--- src/rtl/skl_32_serial_8.sv ---
// Serial adder: one 8-bit Sklansky slice is reused over WIDTH/8 cycles,
// with the inter-slice carry held in a register between cycles.

module skl8 (
  input  logic [7:0] a,
  input  logic [7:0] b,
  input  logic       ci,
  output logic [7:0] sum,
  output logic       co
);
  logic [7:0] g0, p0, g1, p1, g2, p2, g3, p3;
  logic [8:0] c;

  assign g0 = a & b;
  assign p0 = a ^ b;

  // Sklansky prefix levels: at span 2^l, every bit with bit l of its index set
  // merges with the top bit of the block just below it.
  always_comb begin
    g1 = g0;
    p1 = p0;
    for (int i = 0; i < 8; i++) begin
      if (((i >> 0) & 1) == 1) begin
        g1[i] = g0[i] | (p0[i] & g0[((i >> 0) << 0) - 1]);
        p1[i] = p0[i] & p0[((i >> 0) << 0) - 1];
      end
    end
  end

  always_comb begin
    g2 = g1;
    p2 = p1;
    for (int i = 0; i < 8; i++) begin
      if (((i >> 1) & 1) == 1) begin
        g2[i] = g1[i] | (p1[i] & g1[((i >> 1) << 1) - 1]);
        p2[i] = p1[i] & p1[((i >> 1) << 1) - 1];
      end
    end
  end

  always_comb begin
    g3 = g2;
    p3 = p2;
    for (int i = 0; i < 8; i++) begin
      if (((i >> 2) & 1) == 1) begin
        g3[i] = g2[i] | (p2[i] & g2[((i >> 2) << 2) - 1]);
        p3[i] = p2[i] & p2[((i >> 2) << 2) - 1];
      end
    end
  end

  assign c   = {g3 | (p3 & {8{ci}}), ci};
  assign sum = p0 ^ c[7:0];
  assign co  = c[8];
endmodule

module skl_32_serial_8 #(
  parameter int WIDTH = 32
) (
  input  logic             clk,
  input  logic             rst_n,
  input  logic             in_valid,
  output logic             in_ready,
  input  logic [WIDTH-1:0] x1,
  input  logic [WIDTH-1:0] x2,
  input  logic             cin,
  output logic             out_valid,
  input  logic             out_ready,
  output logic [WIDTH-1:0] s,
  output logic             cout,
  output logic             busy
);
  // Handshake: a transfer happens on a rising edge where valid and ready are
  // both high; the producer holds data stable while valid is high and ready low.
  localparam int NS = WIDTH / 8;
  localparam int IW = (NS > 1) ? $clog2(NS) : 1;
  localparam logic [IW-1:0] LAST = IW'(NS - 1);

  typedef enum logic [1:0] {IDLE = 2'd0, RUN = 2'd1, DONE = 2'd2} state_t;

  state_t           state, state_nxt;
  logic [WIDTH-1:0] a_q, b_q, work, work_nxt;
  logic [IW-1:0]    idx;
  logic             carry;
  logic [7:0]       slice_sum;
  logic             slice_co;
  logic             accept;

  skl8 u_slice (
    .a   (a_q[idx*8 +: 8]),
    .b   (b_q[idx*8 +: 8]),
    .ci  (carry),
    .sum (slice_sum),
    .co  (slice_co)
  );

  assign accept = in_valid & in_ready;

  always_ff @(posedge clk or negedge rst_n) begin
    if (!rst_n) state <= IDLE;
    else        state <= state_nxt;
  end

  always_comb begin
    state_nxt = state;
    case (state)
      IDLE: if (in_valid) state_nxt = RUN;
      RUN:  if (idx == LAST) state_nxt = DONE;
      DONE: if (out_ready) state_nxt = in_valid ? RUN : IDLE;
      default: state_nxt = IDLE;
    endcase
  end

  // rst_n gates in_ready so it reads low while reset is held.
  always_comb begin
    in_ready  = rst_n & ((state == IDLE) | ((state == DONE) & out_ready));
    out_valid = (state == DONE);
    busy      = (state == RUN);
  end

  always_comb begin
    work_nxt = work;
    work_nxt[idx*8 +: 8] = slice_sum;
  end

  always_ff @(posedge clk or negedge rst_n) begin
    if (!rst_n) begin
      a_q   <= '0;
      b_q   <= '0;
      work  <= '0;
      carry <= 1'b0;
      idx   <= '0;
      s     <= '0;
      cout  <= 1'b0;
    end else if (accept) begin
      a_q   <= x1;
      b_q   <= x2;
      carry <= cin;
      idx   <= '0;
    end else if (state == RUN) begin
      work  <= work_nxt;
      carry <= slice_co;
      if (idx == LAST) begin
        s    <= work_nxt;
        cout <= slice_co;
      end else begin
        idx <= idx + 1'b1;
      end
    end
  end
endmodule

--- config.mk ---
export PLATFORM = sky130hd
export DESIGN_NAME = skl_32_serial_8
export DESIGN_NICKNAME = d
export VERILOG_FILES = /design/src/rtl/skl_32_serial_8.sv
export SDC_FILE = /design/constraint.sdc
export NUM_CORES = 1
export LEC_CHECK = 0
export CAP_MARGIN = 20
export CORE_UTILIZATION = 44
export DETAILED_ROUTE_END_ITERATION = 10
export PLACE_DENSITY = 0.74
export SETUP_SLACK_MARGIN = 0.2
export SYNTH_ARGS = -nofsm -noshare
export SYNTH_HDL_FRONTEND = slang
export SYNTH_SLANG_ARGS = --single-unit
--- constraint.sdc ---
create_clock -name clk -period 4.4 [get_ports clk]
set_input_delay 0.88 -clock clk [delete_from_list [all_inputs] [get_ports clk]]
set_output_delay 0.88 -clock clk [all_outputs]
set_load 0.1 [all_outputs]
==> impl_results.md <==
- Status: finished, final reports clean
- Crit path launch type: flip-flop
- Layout cell share with drive strength beyond 1: 9.041%
- Post-DR wirelength/cell: 16.92 um
- Setup violators final: 0
- Synth Cell Area: 6052 um^2
- Vias post-DR: 4951
- Min Tclk post-route: 3.509 ns
- Syn avg cell area: 9.857 um^2
- CTS resizes: 0
- CTS tree: built
- Post-synth cell types: 40
- Max clock buf depth: 2
- Commonest non-fill, non-tap cell in the layout: nand2_1
- Setup CP Type: flip-flop to flip-flop
- # nets final: 801
- Syn Inst Count: 614
- Worst min-delay path class: flip-flop to flip-flop
- Seq/Total Area, Yosys: 55.41%
- Number of top-level pins: 105
- Most frequent cells in the layout: nand2_1 (225), dfrtp_1 (134), clkdlybuf4s50_1 (102)
- DRC: 0
- Slew HR: 32.05%
- CP Data Required Time: 4.68 ns
- Vias per cell: 5.465
- Clk sink count: 134
- DRT Pass-1 Iters: 7
- Synthesized flop and latch total: 134
- Postcts setup bufs: 0
- Area contributors post-synth: dfrtp_1 (55%), nand2_1 (14%), mux4_2 (6.0%), o21ai_0 (3.2%), ha_1 (2.9%)
- Routed WL: 15.33 mm
- Num rows: 42
- Initial core utilization: 45.34%
- Syn_nets: 698
- Area leader, netlist: dfrtp_1
- Detail Route Antenna Nets: 0
- Die Span X: 119.3 um
- H-tree levels: 4
- FF+latch area: 3353 um^2
- Die Y: 119.3 um
- RePlAce Congestion: 0.8321
- Synthesis-to-finish area growth: 31.26%
- IO Port Bufs: 104
- Multi-input logic area: 2542 um^2
- Core area: 13350 um^2
- Clk_skew: 0.01493 ns
- DR iter-0 viols: 353
- N_diodes: 0
- Share of the synthesized area in the top cell type: 55.41%
- Filler Cell Count: 1130
- Vias in the first global route: 5146
- Die area: 14230 um^2
- Worst-margin pin slew: 1.019 ns
- Clk Tree Root Cell: clkbuf_16
- Clock slew at reported path FFs: 0.06 ns
- Gr ovfl total: 0
- Pins over their slew limit: 0
- First-pass GRT wire length: 25.39 mm
- RSZ-0062 raised after global routing: false
- Fin. Hold Viols: 0
- MaxCap Viol Count: 0
- Period utilization: 79.76%
- Worst-Skew Late Latency: 0.42 ns
- Post-DP HPWL: 10.76 mm
- Num CTS Buffers: 17
- Worst path arrival time: 3.79 ns
- Critical path capture point type: flip-flop
- Antenna violations before repair: 0
- Yosys Warn Count: 0
- GRT Overall Usage: 23.06%
- Max Clk Rate: 284.9 MHz
- Pin count of the biggest net entering global routing: 70
- Post-CTS Hold Fix Bufs: 0
- Setup TNS: 0 ns
- Crit Path Max Fanout: 17
==> path summary, 6_finish.rpt <==
| check | from | end | slack (ns) | depth (start not counted) |
|---|---|---|---|---|
| max in group asynchronous | rst_n | b_q[19]$_DFFE_PN0P_ | 2.32 | 3 |
| hold / removal | work[23]$_DFFE_PN0P_ | work[23]$_DFFE_PN0P_ | 0.47 | 2 |
| setup / recovery | idx[0]$_DFFE_PN0P_ | s[5]$_DFFE_PN0P_ | 0.89 | 7 |
| min in group asynchronous | rst_n | s[22]$_DFFE_PN0P_ | 0.72 | 2 |
| setup reg to reg | idx[0]$_DFFE_PN0P_ | s[5]$_DFFE_PN0P_ | 0.89 | 7 |
| hold reg to reg | work[23]$_DFFE_PN0P_ | work[23]$_DFFE_PN0P_ | 0.47 | 2 |
==> worst max-delay path: stages (launching register included) <==
cell and delay, ns:
dfrtp_1 1.01, mux4_2 0.63, ha_1 0.38, a21o_1 0.22, a31o_1 0.23, o21ai_1 0.38
a21o_1 0.35, o21ai_0 0.16
==> kinds of logic after synthesis <==
family | synth area share [%]
AO/OA/AOI/OAI | 11.41
XOR/XNOR | 0.5790
adder cells (fa/ha/maj) | 3.225
buffers and inverters | 2.646
flip-flops | 55.41
multiplexers | 5.954
AND/OR/NAND/NOR | 20.78
==> per-stage QoR <==
stage	hold WS (ns)	std cells	setup slack, ns	utilization [%]	instance area, um^2
after global placement	0.4537	873	0.9675	54.37	7257
after CTS	0.4744	906	0.8641	59.51	7944
after floorplan	0.4403	614	1.219	-	6052
after global routing	0.4972	906	0.5737	59.51	7944
final	0.4689	906	0.8905	59.51	7944
after detailed placement	0.4617	874	0.8860	54.57	7284
==> synthesized netlist by cell type (all sizes together) <==
library cell	number
o31ai	1
inv	12
nand3	1
and4	1
or3	3
nor2	31
nor4	1
a21oi	21
o221ai	2
a21o	4
and3	17
xor2	1
nand4	2
xnor2	3
o21bai	1
ha	14
and4b	1
o21ba	1
a32oi	4
fa	1
o22ai	2
a31o	1
o21ai	41
or2	1
nand2b	2
clkbuf	14
nor2b	2
nand2	226
a22o	16
buf	15
nor4b	2
mux4	16
a221oi	12
dfrtp	134
and2	8
==> final cells by class <==
class	count	share of cell area, %
flip-flops and latches	134	42.21
multi-input cells	439	32.01
repair buffers	113	14.14
clock buffers	24	6.190
well taps	176	2.772
clock inverters	8	2.111
inverters	12	0.5670
==> flip-flops by register name, summed over array words and instances, names as in the netlist <==
register	cells
s	32
cout	1
idx	2
carry	1
state	2
b_q	32
a_q	32
work	32
==> per-layer routing <==
metal	global-route usage (%)	up-vias	routed length [um]
met5	0	-	0
met4	8.623	0	393
met3	5.508	33	835
met2	39.75	198	7859
met1	27.92	2428	6239
li1	-	2292	-
Power is not shown: default switching activity piles up to over one toggle a cycle in this logic, so the estimate is an artifact.
==> RTL change 1 (same settings) <==
Re-encode `state_t` (3 states) as one-hot, 3 bits wide.
--- a/src/rtl/skl_32_serial_8.sv
+++ b/src/rtl/skl_32_serial_8.sv
@@ -76,7 +76,7 @@
   localparam int IW = (NS > 1) ? $clog2(NS) : 1;
   localparam logic [IW-1:0] LAST = IW'(NS - 1);
 
-  typedef enum logic [1:0] {IDLE = 2'd0, RUN = 2'd1, DONE = 2'd2} state_t;
+  typedef enum logic [2:0] {IDLE = 3'b001, RUN = 3'b010, DONE = 3'b100} state_t;
 
   state_t           state, state_nxt;
   logic [WIDTH-1:0] a_q, b_q, work, work_nxt;
Behaviour: no difference found for any inputs over 4 cycles, from zero or initial values and one cycle with rst_n low; so few cycles prove little.
==> RTL change 1 against the original RTL <==
- synthesized area grew 5.3%
- design area up 2.4%
- wire length down 2.3%
- global-route usage down 1.3 points
- sequential cell count grew 1
- highest routed layer unchanged
- worst setup slack worse by 0.11 ns
Power is left out: the tool's default activity adds up to more than one toggle a clock period on the data nets, which glitch-free logic cannot reach.
==> RTL change 1: results (changes against the original RTL) <==
{| class="wikitable"
! Metric !! Value
|-
| Result of the run || finished clean
|-
| CP startpoint || state[0]
|-
| Parity-gate share of the synthesized area counting xor and xnor cells || 0.687% (+0.11 points)
|-
| Post-DP HPWL || 10.5 mm (-2.1%)
|-
| Adder-cell share of the synthesized area || 3.06% (-0.16 points)
|-
| Worst Clk Skew || 0.00902 ns (-0.00591 ns)
|-
| Worst flop-to-flop path endpoint || s[19]
|-
| CTS sink cnt || 135 (+0.75%)
|-
| Nets || 669 (-16%)
|-
| Cell Count Post-Placement || 745 (-15%)
|-
| Fraction of final layout cells with drive strength greater than 1 || 20.9% (+12 points)
|-
| Synth Area per Inst || 13.4 sq um (+35%)
|-
| M1 GR Usage || 28.9% (+1.0 points)
|-
| Minimum setup slack after placement || 0.883 ns (-0.00309 ns)
|-
| Iteration-0 DRC count of the detailed router || 386 (+9.3%)
|-
| Total detailed-routing wirelength || 15.0 mm (-2.3%)
|-
| Placer's final routability congestion estimate || 0.924 (+11%)
|-
| Vias after detailed routing || 4470 (-9.7%)
|-
| First-pass GRT wire length || 24.3 mm (-4.2%)
|-
| Met2 GRT Util || 34.4% (-5.3 points)
|-
| Filler cells || 1119 (-0.97%)
|-
| Number of flops mapped to enable cells by yosys || 0 (unchanged)
|-
| Endpoint arrival time on the critical path || 2.74 ns (-1.05 ns)
|-
| Global Route met3 Usage || 4.83% (-0.67 points)
|-
| Post-synthesis mux area share || 20.1% (+14 points)
|-
| CP endpoint || busy
|-
| Post-synth cell types || 52 (+30%)
|-
| Net count after synthesis || 561 (-20%)
|-
| Maximum clock frequency || 276 MHz (-3.1%)
|-
| Via count of the first global-routing pass || 4565 (-11%)
|-
| First-pass iteration count of the detailed router || 5 (-2)
|-
| Post-synth top cells || sky130_fd_sc_hd__dfrtp_1 (134), sky130_fd_sc_hd__nor2_1 (56), sky130_fd_sc_hd__mux2_4 (50), sky130_fd_sc_hd__a22o_1 (28), sky130_fd_sc_hd__a221oi_1 (18)
|-
| R2R depth || 8 (+1)
|-
| Actual transition at the worst max-transition pin || 1.04 ns (+0.0213 ns)
|-
| Largest driver fanout on the critical path || 13 (-4)
|-
| Antenna violations before repair || 0 (unchanged)
|-
| Overall Global Routing Usage || 21.8% (-1.3 points)
|-
| Fraction of registers with async set or reset after synthesis || 100% (unchanged)
|-
| Register-to-Register Setup Slack || 1.20 ns (+0.31 ns)
|-
| Largest net degree at the start of global routing || 75 (+7.1%)
|-
| Most area-consuming cells after synthesis || sky130_fd_sc_hd__dfrtp_1 (53%), sky130_fd_sc_hd__mux2_4 (12%), sky130_fd_sc_hd__mux4_2 (5.7%), sky130_fd_sc_hd__a22o_1 (3.8%), sky130_fd_sc_hd__nor2_1 (3.3%)
|-
| Post-route non-filler standard cell count || 778 (-14%)
|-
| Sequential share of the synthesized area || 53.1% (-2.4 points)
|-
| Most used flip-flop cell after synthesis || sky130_fd_sc_hd__dfrtp_1
|-
| Post-synthesis compound-gate area fraction || 13.0% (+1.6 points)
|-
| Final antenna diode count || 0 (unchanged)
|}
-- RTL change 1: worst max-delay path, stage by stage (launching register included) --
cell and delay [ns]:
sky130_fd_sc_hd__dfstp_2 0.38, sky130_fd_sc_hd__nor2_1 0.11, sky130_fd_sc_hd__nand2_1 0.30, sky130_fd_sc_hd__inv_1 0.33, sky130_fd_sc_hd__clkdlybuf4s50_1 1.19
-- RTL change 1: per-layer routing --
layer,share of wire [%],wire length [microns]
met1,44,6520
met2,48,7190
met3,6.3,951
met4,2.1,315
met5,0,0
-- RTL change 1: final cells by class --
cell class | instances | area, sq um | area share [%]
Multi-Input combinational cell | 304 | 2800 | 34.4
Inverter | 13 | 48.8 | 0.600
Clock buffer | 28 | 517 | 6.35
Sequential cell | 135 | 3380 | 41.5
Clock inverter | 4 | 20.0 | 0.246
Tap cell | 180 | 225 | 2.77
Timing Repair Buffer | 114 | 1150 | 14.1
-- RTL change 1: worst min-delay path by stage --
stage	slack, ns	endpoint	start
after floorplan	0.45	work[15]	work[15]
after global placement	0.46	work[7]	work[7]
after detailed placement	0.47	work[31]	work[31]
after CTS	0.49	work[31]	work[31]
after global routing	0.51	work[5]	work[5]
final	0.48	s[2]	s[2]
-- RTL change 1: cells by family after synthesis --
| logic type | after synthesis |
|---|---|
| AO/OA/AOI/OAI | 109 |
| XOR/XNOR | 5 |
| flip-flops | 135 |
| multiplexers | 81 |
| adder cells (fa/ha/maj) | 15 |
| AND/OR/NAND/NOR | 94 |
| buffers and inverters | 38 |
-- RTL change 1: metrics by stage --
stage / hold WS [ns] / util, % / instance area (sq um)
after CTS: 0.486 / 58.0 / 8110
final: 0.485 / 58.2 / 8140
after detailed placement: 0.472 / 54.1 / 7570
after floorplan: 0.449 / - / 6370
after global routing: 0.511 / 58.2 / 8140
after global placement: 0.462 / 54.0 / 7560
==> RTL change 2 (config.mk and constraints unchanged) <==
Made on the original files. Change the parameter `WIDTH` from 32 to 16.
--- a/src/rtl/skl_32_serial_8.sv
+++ b/src/rtl/skl_32_serial_8.sv
@@ -55,7 +55,7 @@
 endmodule
 
 module skl_32_serial_8 #(
-  parameter int WIDTH = 32
+  parameter int WIDTH = 16
 ) (
   input  logic             clk,
   input  logic             rst_n,
Ports: changed (resized s, x1 and x2); port bits go from 105 to 57. The function was not compared with the original's and may differ.
==> RTL change 2 against the original RTL <==
- wire length is 65% lower
- count of clock-buffer cells in the layout is 9 lower
- sequential cell count is 73 lower
- worst setup slack better by 0.31 ns
- worst hold slack worse by 0.12 ns
- synthesized area is 51% lower
- die area is 51% lower
- design area is 53% lower
- synthesized cell count is 62% lower
Power is not shown: default switching activity piles up to over one toggle a cycle in this logic, so the estimate is an artifact.
==> RTL change 2: results (changes against the original RTL) <==
{| class="wikitable"
! Metric !! Value
|-
| Cell area after placement || 3520 sq um (-52%)
|-
| Final sequential cell count || 61 (-54%)
|-
| Clkbuf count || 15 (-38%)
|-
| Post-synth top cells || sky130_fd_sc_hd__dfrtp_1 (61), sky130_fd_sc_hd__mux2_2 (52), sky130_fd_sc_hd__nand2_1 (11), sky130_fd_sc_hd__nor2_1 (10), sky130_fd_sc_hd__o21ai_0 (10)
|-
| Fraction of final layout cells with drive strength greater than 1 || 25.7% (+17 points)
|-
| Clk root buf || sky130_fd_sc_hd__clkbuf_8
|-
| Number of levels the H-tree was split into || 3 (-1)
|-
| Net count after synthesis || 279 (-60%)
|-
| Actual transition at the worst max-transition pin || 0.979 ns (-0.0402 ns)
|-
| Placer's final routability congestion estimate || 0.762 (-8.4%)
|-
| Most area-consuming cells after synthesis || sky130_fd_sc_hd__dfrtp_1 (52%), sky130_fd_sc_hd__mux2_2 (20%), sky130_fd_sc_hd__ha_1 (3.4%), sky130_fd_sc_hd__a21o_1 (1.8%), sky130_fd_sc_hd__o21ai_0 (1.7%)
|-
| Seq area share || 41.0% (-1.2 points)
|-
| Clock-cell share of area || 4.60% (-3.7 points)
|-
| Largest driver fanout on the critical path || 8 (-9)
|-
| Synthesized netlist cell count || 233 (-62%)
|-
| CP peak stage delay || 1.19 ns (+0.18 ns)
|-
| Clock buffers created by TritonCTS || 9 (-8)
|-
| Worst Clk Skew || 0.00622 ns (-0.00871 ns)
|-
| Met2 GRT Util || 24.8% (-15 points)
|-
| Slowest cell on the critical path || sky130_fd_sc_hd__clkdlybuf4s50_1
|-
| Via count of the first global-routing pass || 1932 (-62%)
|-
| Filler cells || 552 (-51%)
|-
| Synth Area per Inst || 12.6 sq um (+28%)
|-
| Minimum setup slack after placement || 1.56 ns (+0.675 ns)
|-
| Area used by multi-input combinational logic || 1310 sq um (-48%)
|-
| Overall Global Routing Usage || 17.4% (-5.7 points)
|-
| Result of the run || finished clean
|-
| Port-buffer cells || 56 (-46%)
|-
| Vias after detailed routing || 1987 (-60%)
|-
| Post-route cell area || 3720 sq um (-53%)
|-
| Iteration-0 DRC count of the detailed router || 111 (-69%)
|-
| Length of routed wiring on met1 || 2.65 mm (-58%)
|-
| Via-to-Cell Ratio || 5.33 (-2.5%)
|}
==> RTL change 2: cell count changes in the layout (fill, tap and decap cells not counted), sizes merged, moves of 16 or more <==
cell and delta:
nand2 -215, dfrtp -73, mux2 +54, clkdlybuf4s50 -48, o21ai -29, nor2 -21
a21oi -16, a22o -16, and3 -16, mux4 -16
==> RTL change 2: cells by family (layout without fill, tap and decap cells) <==
family	count (synthesis)	after routing	synth area share [%]
flip-flops	61	61	51.9
multiplexers	56	56	21.3
AO/OA/AOI/OAI	48	48	12.2
adder cells (fa/ha/maj)	9	9	4.08
buffers and inverters	19	82	3.57
AND/OR/NAND/NOR	39	39	6.59
XOR/XNOR	1	1	0.298
==> RTL change 2: final timing paths <==
kind                          start  endpoint  slack (ns)  depth (start not counted)
setup / recovery           state[0]      busy        1.20                          2
max in group asynchronous     rst_n    b_q[1]        3.09                          2
hold / removal                rst_n  state[1]        0.35                          1
min in group clk              s[12]     s[12]        0.48                          1
hold reg to reg               s[12]     s[12]        0.48                          1
setup reg to reg                idx      cout        1.60                          6
